## src/rtl/ahb3lite_decoder.sv

```systemverilog
// ahb3lite_decoder
// Single-master AHB3-lite address decoder and response multiplexer.
// Decodes HADDR into one-hot slave selects (lowest index wins on overlap),
// with a default-slave select for unmapped addresses. A registered
// data-phase select steers the selected slave's ready/response/data back
// to the master.
// Optional feature macro: AHB3LITE_DECODER_TRACE_EN adds ERR_ADDR/ERR_CNT,
// which record the address and count of unmapped NONSEQ/SEQ transfers.
module ahb3lite_decoder #(
  parameter int                    NSLAVES    = 4,
  parameter logic [NSLAVES*32-1:0] SLAVE_BASE = '0,
  parameter logic [NSLAVES*32-1:0] SLAVE_MASK = '1
) (
  input  logic                    CLK,
  input  logic                    RESETn,
  input  logic [31:0]             HADDR,
  input  logic [1:0]              HTRANS,
  output logic                    HREADY,
  output logic                    HRESP,
  output logic [31:0]             HRDATA,
  output logic [NSLAVES-1:0]      HSEL_S,
  input  logic [NSLAVES-1:0]      HREADYOUT_S,
  input  logic [NSLAVES-1:0]      HRESP_S,
  input  logic [NSLAVES*32-1:0]   HRDATA_S,
  output logic                    HSEL_DEF,
  input  logic                    HREADYOUT_DEF,
  input  logic                    HRESP_DEF,
  input  logic [31:0]             HRDATA_DEF
`ifdef AHB3LITE_DECODER_TRACE_EN
  ,
  output logic [31:0]             ERR_ADDR,
  output logic [15:0]             ERR_CNT
`endif
);

  localparam logic [1:0] HTRANS_IDLE = 2'b00;

  // Data-phase target: one-hot slave vector plus default flag; all-zero means NONE.
  logic [NSLAVES-1:0] dsel_s_p0;
  logic               dsel_def_p0;
  logic               dec_hit;

  // Address decode: combinational from HADDR only, lowest matching index wins.
  always_comb begin
    HSEL_S  = '0;
    dec_hit = 1'b0;
    for (int i = 0; i < NSLAVES; i++) begin
      if (!dec_hit &&
          ((HADDR & SLAVE_MASK[32*i +: 32]) ==
           (SLAVE_BASE[32*i +: 32] & SLAVE_MASK[32*i +: 32]))) begin
        HSEL_S[i] = 1'b1;
        dec_hit   = 1'b1;
      end
    end
    HSEL_DEF = ~dec_hit;
  end

  // Data-phase select: sample the decoded target when the bus is ready, hold during waits.
  always_ff @(posedge CLK or negedge RESETn) begin
    if (!RESETn) begin
      dsel_s_p0   <= '0;
      dsel_def_p0 <= 1'b0;
    end else if (HREADY) begin
      if (HTRANS == HTRANS_IDLE) begin
        dsel_s_p0   <= '0;
        dsel_def_p0 <= 1'b0;
      end else begin
        dsel_s_p0   <= HSEL_S;
        dsel_def_p0 <= HSEL_DEF;
      end
    end
  end

  // Response mux: NONE returns an idle OKAY; otherwise pass the selected responder through.
  always_comb begin
    HREADY = 1'b1;
    HRESP  = 1'b0;
    HRDATA = '0;
    if (dsel_def_p0) begin
      HREADY = HREADYOUT_DEF;
      HRESP  = HRESP_DEF;
      HRDATA = HRDATA_DEF;
    end
    for (int i = 0; i < NSLAVES; i++) begin
      if (dsel_s_p0[i]) begin
        HREADY = HREADYOUT_S[i];
        HRESP  = HRESP_S[i];
        HRDATA = HRDATA_S[32*i +: 32];
      end
    end
  end

`ifdef AHB3LITE_DECODER_TRACE_EN
  localparam logic [1:0] HTRANS_NONSEQ = 2'b10;
  localparam logic [1:0] HTRANS_SEQ    = 2'b11;

  function automatic logic [15:0] sat_inc16(input logic [15:0] v);
    return (v == 16'hFFFF) ? v : v + 16'd1;
  endfunction

  // Error trace: capture address and count of active transfers that hit no slave.
  always_ff @(posedge CLK or negedge RESETn) begin
    if (!RESETn) begin
      ERR_ADDR <= '0;
      ERR_CNT  <= '0;
    end else if (HREADY && !dec_hit &&
                 ((HTRANS == HTRANS_NONSEQ) || (HTRANS == HTRANS_SEQ))) begin
      ERR_ADDR <= HADDR;
      ERR_CNT  <= sat_inc16(ERR_CNT);
    end
  end
`endif

endmodule
```

## config.mk

```make
export PLATFORM = sky130hd
export DESIGN_NAME = ahb3lite_decoder
export DESIGN_NICKNAME = d
export VERILOG_FILES = /design/src/rtl/ahb3lite_decoder.sv
export SDC_FILE = /design/constraint.sdc
export NUM_CORES = 1
export LEC_CHECK = 0
export ABC_AREA = 1
export CAP_MARGIN = 20
export CORE_AREA = 2 2 95 97
export DETAILED_ROUTE_END_ITERATION = 16
export DIE_AREA = 0 0 97 99
export GPL_TIMING_DRIVEN = 1
export SLEW_MARGIN = 20
export SYNTH_ARGS = -nofsm -noshare
export SYNTH_HDL_FRONTEND = slang
export SYNTH_SLANG_ARGS = --single-unit
```

## constraint.sdc

```tcl
create_clock -name CLK -period 1.2 [get_ports CLK]
set_input_delay 0.3 -clock CLK [delete_from_list [all_inputs] [get_ports CLK]]
set_output_delay 0.3 -clock CLK [all_outputs]
set_load 0.03 [all_outputs]
```

# Word-level counts from Yosys, hierarchy flattened
# Cells that the tools add are included.
[word_totals] reg_bits=5 input_bits=206 output_inout_bits=39 wordCells=35
[classes] n_mux=24 n_bitwise=1 n_reduce_logical=8
[op_table] op="two-way mux 32 bit" count=5
[op_table] op="logical NOT 32 bit" count=1
[op_table] op="two-way mux 1 bit" count=18
[op_table] op="two-way mux 4 bit" count=1
[op_table] op="logical AND 1 bit" count=3
[op_table] op="logical NOT 1 bit" count=3
[op_table] op="logical NOT 2 bit" count=1
[op_table] op="inverter 1 bit" count=1

# Longest topological paths before layout
# Gate-level depths: netlist of run 1.
[depth] word_depth=13 depth_mapped=8 mapped_depth_nobuf=7

# Least setup slack after synthesis of run 1
# OpenSTA, ideal clock, no wires.
[synth_timing] path_kind="reg2out" from="register dsel_s_p0[0]" to="output port HRDATA[0]" t_arrival_ns=1.069 required_time_ns=0.900 slack_ns=-0.169 stages_incl_launch_ff=7 path_buffers=2 cell_sequence="dfrtp_1 buf_6 inv_4 nand2_4 inv_4 buf_6 a22o_1"
[synth_via] elab_chain_cells=4
[synth_lines] item="start, declared" line="39" text="logic [NSLAVES-1:0] dsel_s_p0;"
[synth_lines] item="start signal, assigned" line="61" text="dsel_s_p0 <= '0;"
[synth_lines] item="start signal, assigned" line="65" text="dsel_s_p0 <= '0;"
[synth_lines] item="start signal, assigned" line="68" text="dsel_s_p0 <= HSEL_S;"
[synth_lines] item="two-way mux 32 bit (4 in series)" line="85" text="if (dsel_s_p0[i]) begin"
[synth_lines] item="end, declared" line="20" text="output logic [31:0] HRDATA,"
# Every way passes these cells.

# Worst setup path in the final report of run 1
[layout_timing] from="register dsel_s_p0[0]" to="output port HRESP"
[layout_via] elab_chain_cells=4
[layout_lines] item="two-way mux 1 bit (4 in series)" line="85"
[layout_lines] item="end, declared" line="19" text="output logic HRESP,"
# Every way passes these cells.

==> results.py, run 1 <==
metrics = {
    "logic_synthesis": {
        "synth_warnings": 0,
        "yosys.area.top_type": "a22o_1",
        "synth_cell_types": 14,
        "synthCells": 93,
        "yosysTopAreaCellShare_pct": 46.1,
        "ys_seq_area_share_pct": 7.98,
        "synth_area_sq_um": 627,
        "yosys_register_bits": 2,
        "synthTopCellsByArea": "a22o_1 46%, nor2_1 14%, nand2_1 8.4%",
        "syn_area_per_cell_sq_um": 6.74,
    },
    "clock_tree": {
        "holdBufCountCts": 0,
        "cts-root-buf": "clkbuf_8",
        "ctsHtreeMaxLevel": 1,
        "clock_latency_ps": 220,
        "path_clk_slew_ps": 30,
        "cts_tree": "yes",
        "cts.path.max_buffers": 2,
        "clkSinkCount": 2,
        "cts_made_buffers": 3,
    },
    "pwr": {
        "p_sw_share_pct": 37.7,
        "p_total_uw": 1750,
        "seqPwrFrac_pct": 4.5,
        "ir_drop_mv": 0.399,
        "power.leakage_uw": 0.00117,
        "p_comb_share_pct": 79.0,
        "power_density_nw_per_um2": 685,
        "power_switching_uw": 658,
        "p_int_uw": 1090,
        "p_clk_share_pct": 16.5,
    },
    "place": {
        "place_congestion": 0.784,
        "placed_area_sq_um": 2400,
        "numPortBuffers": 139,
        "hpwl_microns": 3580,
        "dp_cells": 346,
    },
    "sta": {
        "whs_ps": 245,
        "hold_viol_final": 0,
        "min_period_over_period_pct": 133,
        "rsz0062_at_grt": "true",
        "period_minus_slack_ps": 1600,
        "drv_slew": 0,
        "finClkSkew_ps": 3.93,
        "layout_setup_ws_ps": -399,
        "fmax_mhz": 625,
        "report.final.setup_viol": 38,
    },
    "route": {
        "wire_per_inst_microns": 11.8,
        "wirelength_microns": 4190,
        "drc": 0,
        "drt-vias-per-instance": 3.73,
        "antenna_left": 0,
        "drt_iter0_drc": 21,
        "drt_first_pass_iters": 2,
        "via_count": 1319,
    },
    "cells_and_area": {
        "insertedDiodeCount": 0,
        "layout_common_cells": "71 x clkdlybuf4s50_1, 47 x buf_6, 31 x a22o_4",
        "fin_cells": 354,
        "nFillCells": 908,
        "syn_to_final_growth_pct": 307,
        "final_area_sq_um": 2550,
        "multi_input_area_sq_um": 777,
        "num-nets-final": 453,
        "mostFrequentLayoutCell": "clkdlybuf4s50_1",
        "drive_gt1_share_pct": 56.1,
        "seq_area_sq_um": 51.3,
    },
    "critical_path": {
        "crit_fanout": 14,
        "startpoint_type": "flop",
        "endpoint_kind": "output pin",
        "worstPathArrival_ps": 1300,
        "crit_required_ps": 900,
        "criticalPathCategory": "reg -> out",
    },
    "floorplan": {
        "core_area_sq_um": 8550,
        "die_area_sq_um": 9600,
        "die_x_microns": 97,
        "initial_core_util_pct": 7.33,
        "num_rows": 34,
        "die_h_microns": 99,
        "io-pin-count": 245,
    },
    "global_routing": {
        "grt_max_degree": 20,
        "grt_overflow": 0,
        "grt_usage_pct": 8.34,
        "grt_pass1_vias": 1356,
        "antenna_found_initial": 0,
        "grt_pass1_wl_microns": 6610,
    },
    "outcome": {
        "violations": "negative setup slack",
        "status": "complete, but fails checks",
    },
    "min_path": {
        "hold_class": "in -> async",
    },
    "job": {
        "maxCapViolations": 0,
    },
}
## state kept, by name, summed over array words and instances, names as in the netlist
name / cells
dsel_s_p0: 1
dsel_def_p0: 1
## logic make-up after synthesis
family,after synthesis,synth area share (%)
other,1,0.598
buffers and inverters,16,18.2
DFF,2,7.98
AOI/OAI and AO/OA,35,48.3
and+or+nand+nor,39,25.0
## critical path: stages, from the launching register on
cell	delay (ps)
dfrtp_2	400
inv_4	50
nand2_4	80
inv_8	50
buf_12	150
a22o_4	220
buf_6	130
## metal layers
| metal | vias up | GRT usage (%) | wire, microns |
|---|---|---|---|
| li1 | 635 | - | - |
| met1 | 573 | 9.58 | 1580 |
| met2 | 107 | 15.0 | 2040 |
| met3 | 4 | 2.98 | 549 |
| met4 | 0 | 1.63 | 23 |
| met5 | - | 0 | 0 |
## through the flow
step	setup TNS, ps	utilization (%)	setup slack, ps
global route	-15960	29.8	-468
floorplan	-2460	-	-79.6
global placement	-10210	28.0	-961
finish	-13430	29.8	-399
CTS	-14510	29.1	-445
detailed placement	-10460	28.0	-989
## power by group through the flow
stage          clock, uW  sequential, uW  combinational (uW)
2_1_floorplan          0            78.6                 651
3_3_place_gp           0            79.2                1290
3_5_place_dp           0            79.3                1300
4_1_cts              301            78.7                1370
5_1_grt              309            79.3                1460
6_report             288            78.4                1380
## synthesized netlist by cell type, drive strengths merged
cell,n
nand2,15
a22o,33
conb,1
dfrtp,2
nor2,24
inv,5
o21ai,2
buf,11
## final cells by class
class	instances	share of cell area [%]
timing repair buffer	158	59.3
multi-input combinational	77	30.5
tap	108	5.30
sequential	2	2.01
clock buffer	4	1.77
inverter	5	1.13
## what timing repair did
| action | CTS | global route |
|---|---|---|
| pin swaps | 32 | 20 |
| gates resized for setup | 144 | 19 |
| setup endpoints to repair | 38 | 38 |
| setup buffers | 2 | 2 |
## final timing paths
| kind | from | to | slack [ps] | cells past startpoint |
|---|---|---|---|---|
| worst min register to register | dsel_def_p0$_DFFE_PN0P_ | dsel_def_p0$_DFFE_PN0P_ | 610 | 3 |
| worst max-delay path | dsel_s_p0[0]$_DFFE_PN0P_ | HRESP | -400 | 6 |
| worst min-delay path | RESETn | dsel_s_p0[0]$_DFFE_PN0P_ | 250 | 1 |
| min in group CLK | dsel_def_p0$_DFFE_PN0P_ | dsel_def_p0$_DFFE_PN0P_ | 610 | 3 |
| worst max register to register | dsel_s_p0[0]$_DFFE_PN0P_ | dsel_def_p0$_DFFE_PN0P_ | -40 | 8 |
| max in group asynchronous | RESETn | dsel_s_p0[0]$_DFFE_PN0P_ | 830 | 1 |
No activity file was read; power rests on OpenSTA's default activity.
==> run 2: changes to the inputs <==
==> constraint.sdc (replaced) <==
create_clock -name CLK -period 2 [get_ports CLK]
set_input_delay 0.4 -clock CLK [delete_from_list [all_inputs] [get_ports CLK]]
set_output_delay 0.4 -clock CLK [all_outputs]
set_load 0.03 [all_outputs]
==> run 2 against run 1 <==
  * First-iteration DRC count decreased by 67%
  * Combinational power decreased by 53%
  * Clock skew decreased by 3.9 ps
  * Die area did not move
  * The flow now finishes without violations
  * Sequential cell count stayed put
  * Count of clock-buffer cells in the layout is 1 lower
  * Sequential share of layout area rose by 0.34 points
  * Highest routed layer unchanged
  * Global-route usage shrank 0.58 points
  * Cell count shrank 3.4%
  * Final area shrank 16%
==> results.py, run 2 (synthesis gave the netlist of run 1 again) <==
metrics = {
    "pwr": {
        "power_switching_uw": 330,
        "ir_drop_mv": 0.112,
        "p_total_uw": 844,
        "p_comb_share_pct": 76.1,
        "p_clk_share_pct": 18.3,
        "power_density_nw_per_um2": 396,
        "p_int_uw": 514,
        "seqPwrFrac_pct": 5.6,
        "power.leakage_uw": 0.000967,
        "p_sw_share_pct": 39.1,
    },
    "floorplan": {
        "initial_core_util_pct": 7.33,
        "io-pin-count": 245,
        "num_rows": 34,
        "die_area_sq_um": 9600,
        "die_h_microns": 99,
        "core_area_sq_um": 8550,
        "die_x_microns": 97,
    },
    "sta": {
        "finClkSkew_ps": 0.0477,
        "drv_slew": 0,
        "fmax_mhz": 522,
        "hold_viol_final": 0,
        "min_period_over_period_pct": 95.8,
        "period_minus_slack_ps": 1920,
        "report.final.setup_viol": 0,
    },
    "cells_and_area": {
        "syn_to_final_growth_pct": 240,
        "drive_gt1_share_pct": 24.4,
        "reg.largest.list": "dsel_def_p0: 1 flops, dsel_s_p0: 1 flops",
        "insertedDiodeCount": 0,
        "num-nets-final": 442,
        "final_core_util_pct": 24.9,
        "layout_common_cells": "98 x clkdlybuf4s50_1, 40 x buf_4, 33 x a22o_1",
        "mostFrequentLayoutCell": "clkdlybuf4s50_1",
    },
    "critical_path": {
        "crit_required_ps": 1600,
        "startpoint": "HADDR[24]",
        "r2r_end": "dsel_def_p0$_DFFE_PN0P_",
        "r2r_cells": 6,
        "worstPathArrival_ps": 1520,
        "reg2reg_slack_ps": 1000,
        "rr_startpoint": "dsel_s_p0[0]$_DFFE_PN0P_",
        "criticalPathCategory": "in -> out",
        "startpoint_type": "primary input",
        "crit_fanout": 2,
        "endpoint_kind": "output pin",
    },
    "route": {
        "drt_first_pass_iters": 3,
        "drt_iter0_drc": 7,
        "antenna_left": 0,
        "drt-vias-per-instance": 3.72,
        "drc": 0,
        "wirelength_microns": 3910,
        "via_count": 1271,
        "wire_per_inst_microns": 11.4,
    },
    "clock_tree": {
        "clkSinkCount": 2,
        "cts_tree": "yes",
        "ctsHtreeMaxLevel": 1,
        "path_clk_slew_ps": 30,
        "cts_made_buffers": 3,
        "clock_latency_ps": 210,
        "cts.path.max_buffers": 2,
        "cts-root-buf": "clkbuf_8",
    },
    "job": {
        "maxCapViolations": 0,
    },
    "global_routing": {
        "gr-usage-met2_pct": 14.3,
        "grt_max_degree": 34,
        "grt_overflow": 0,
        "grt_usage_pct": 7.77,
        "groute.layer.met1.usage_pct": 8.26,
        "antenna_found_initial": 0,
        "grt_pass1_wl_microns": 6090,
        "grt_use_met3_pct": 3.19,
        "grt_pass1_vias": 1307,
        "grt_busiest_layer": "met2",
    },
    "place": {
        "place_congestion": 0.758,
        "hpwl_microns": 3360,
        "numPortBuffers": 139,
    },
    "outcome": {
        "status": "completed",
    },
    "min_path": {
        "hold_class": "in -> async",
    },
}
==> run 2: changes by cell type in the layout (fill, tap and decap cells not counted), sizes merged <==
cell | previous run | this run
clkbuf | 8 | 3
buf | 83 | 44
clkdlybuf4s50 | 71 | 98
dlymetal6s2s | 0 | 5
==> run 2: worst max-delay path, stage by stage <==
cell,delay [ps]
clkdlybuf4s50_1,400
nor2_1,100
nand2_1,70
nor2_2,120
nand2_2,90
nor2_4,120
buf_6,100
buf_6,120
==> run 2: metal layers <==
layer  vias to the layer above  routed length, microns
li1                        610                       -
met1                       538                    1430
met2                       119                    1860
met3                         4                     580
met4                         0                      31
met5                         -                       0
==> run 2: worst max-delay path by stage <==
stage,to,cells past startpoint
floorplan,HRDATA[0],6
global placement,HSEL_DEF,8
detailed placement,HSEL_DEF,8
CTS,HSEL_S[0],8
global route,HSEL_S[0],8
finish,HSEL_S[0],8
==> run 2: power by group through the flow <==
stage	clock, uW	combinational (uW)	sequential, uW
global route	168	678	47.0
finish	155	642	46.9
detailed placement	0	649	47.3
floorplan	0	305	47.2
CTS	159	650	46.9
global placement	0	647	47.5
==> run 2: stage by stage <==
step / cells / hold slack, ps / worst slack, ps / area (sq um) / TNS [ps]
after floorplan: 95 / 104 / 531 / 634 / 0
after global placement: 337 / 531 / -343 / 2040 / -343
after detailed placement: 337 / 534 / -342 / 2040 / -342
after CTS: 340 / 366 / 16.6 / 2080 / 0
after global routing: 342 / 366 / -35.5 / 2130 / -59.2
final: 342 / 369 / 84.1 / 2130 / 0
==> run 2: repair_timing <==
action | 4_1_cts | 5_1_grt
pin swaps | 0 | 10
hold buffers | 0 | 0
buffers inserted | 0 | 2
endpoints found under the setup margin | 1 | 2
gates resized for setup | 5 | 13
==> run 2: final cells by class <==
type	count	area, sq um
clock buffer	3	41.3
timing repair buffer	147	1390
fill	931	6420
multi-input combinational	77	488
tap	108	135
inverter	5	23.8
sequential	2	50.0
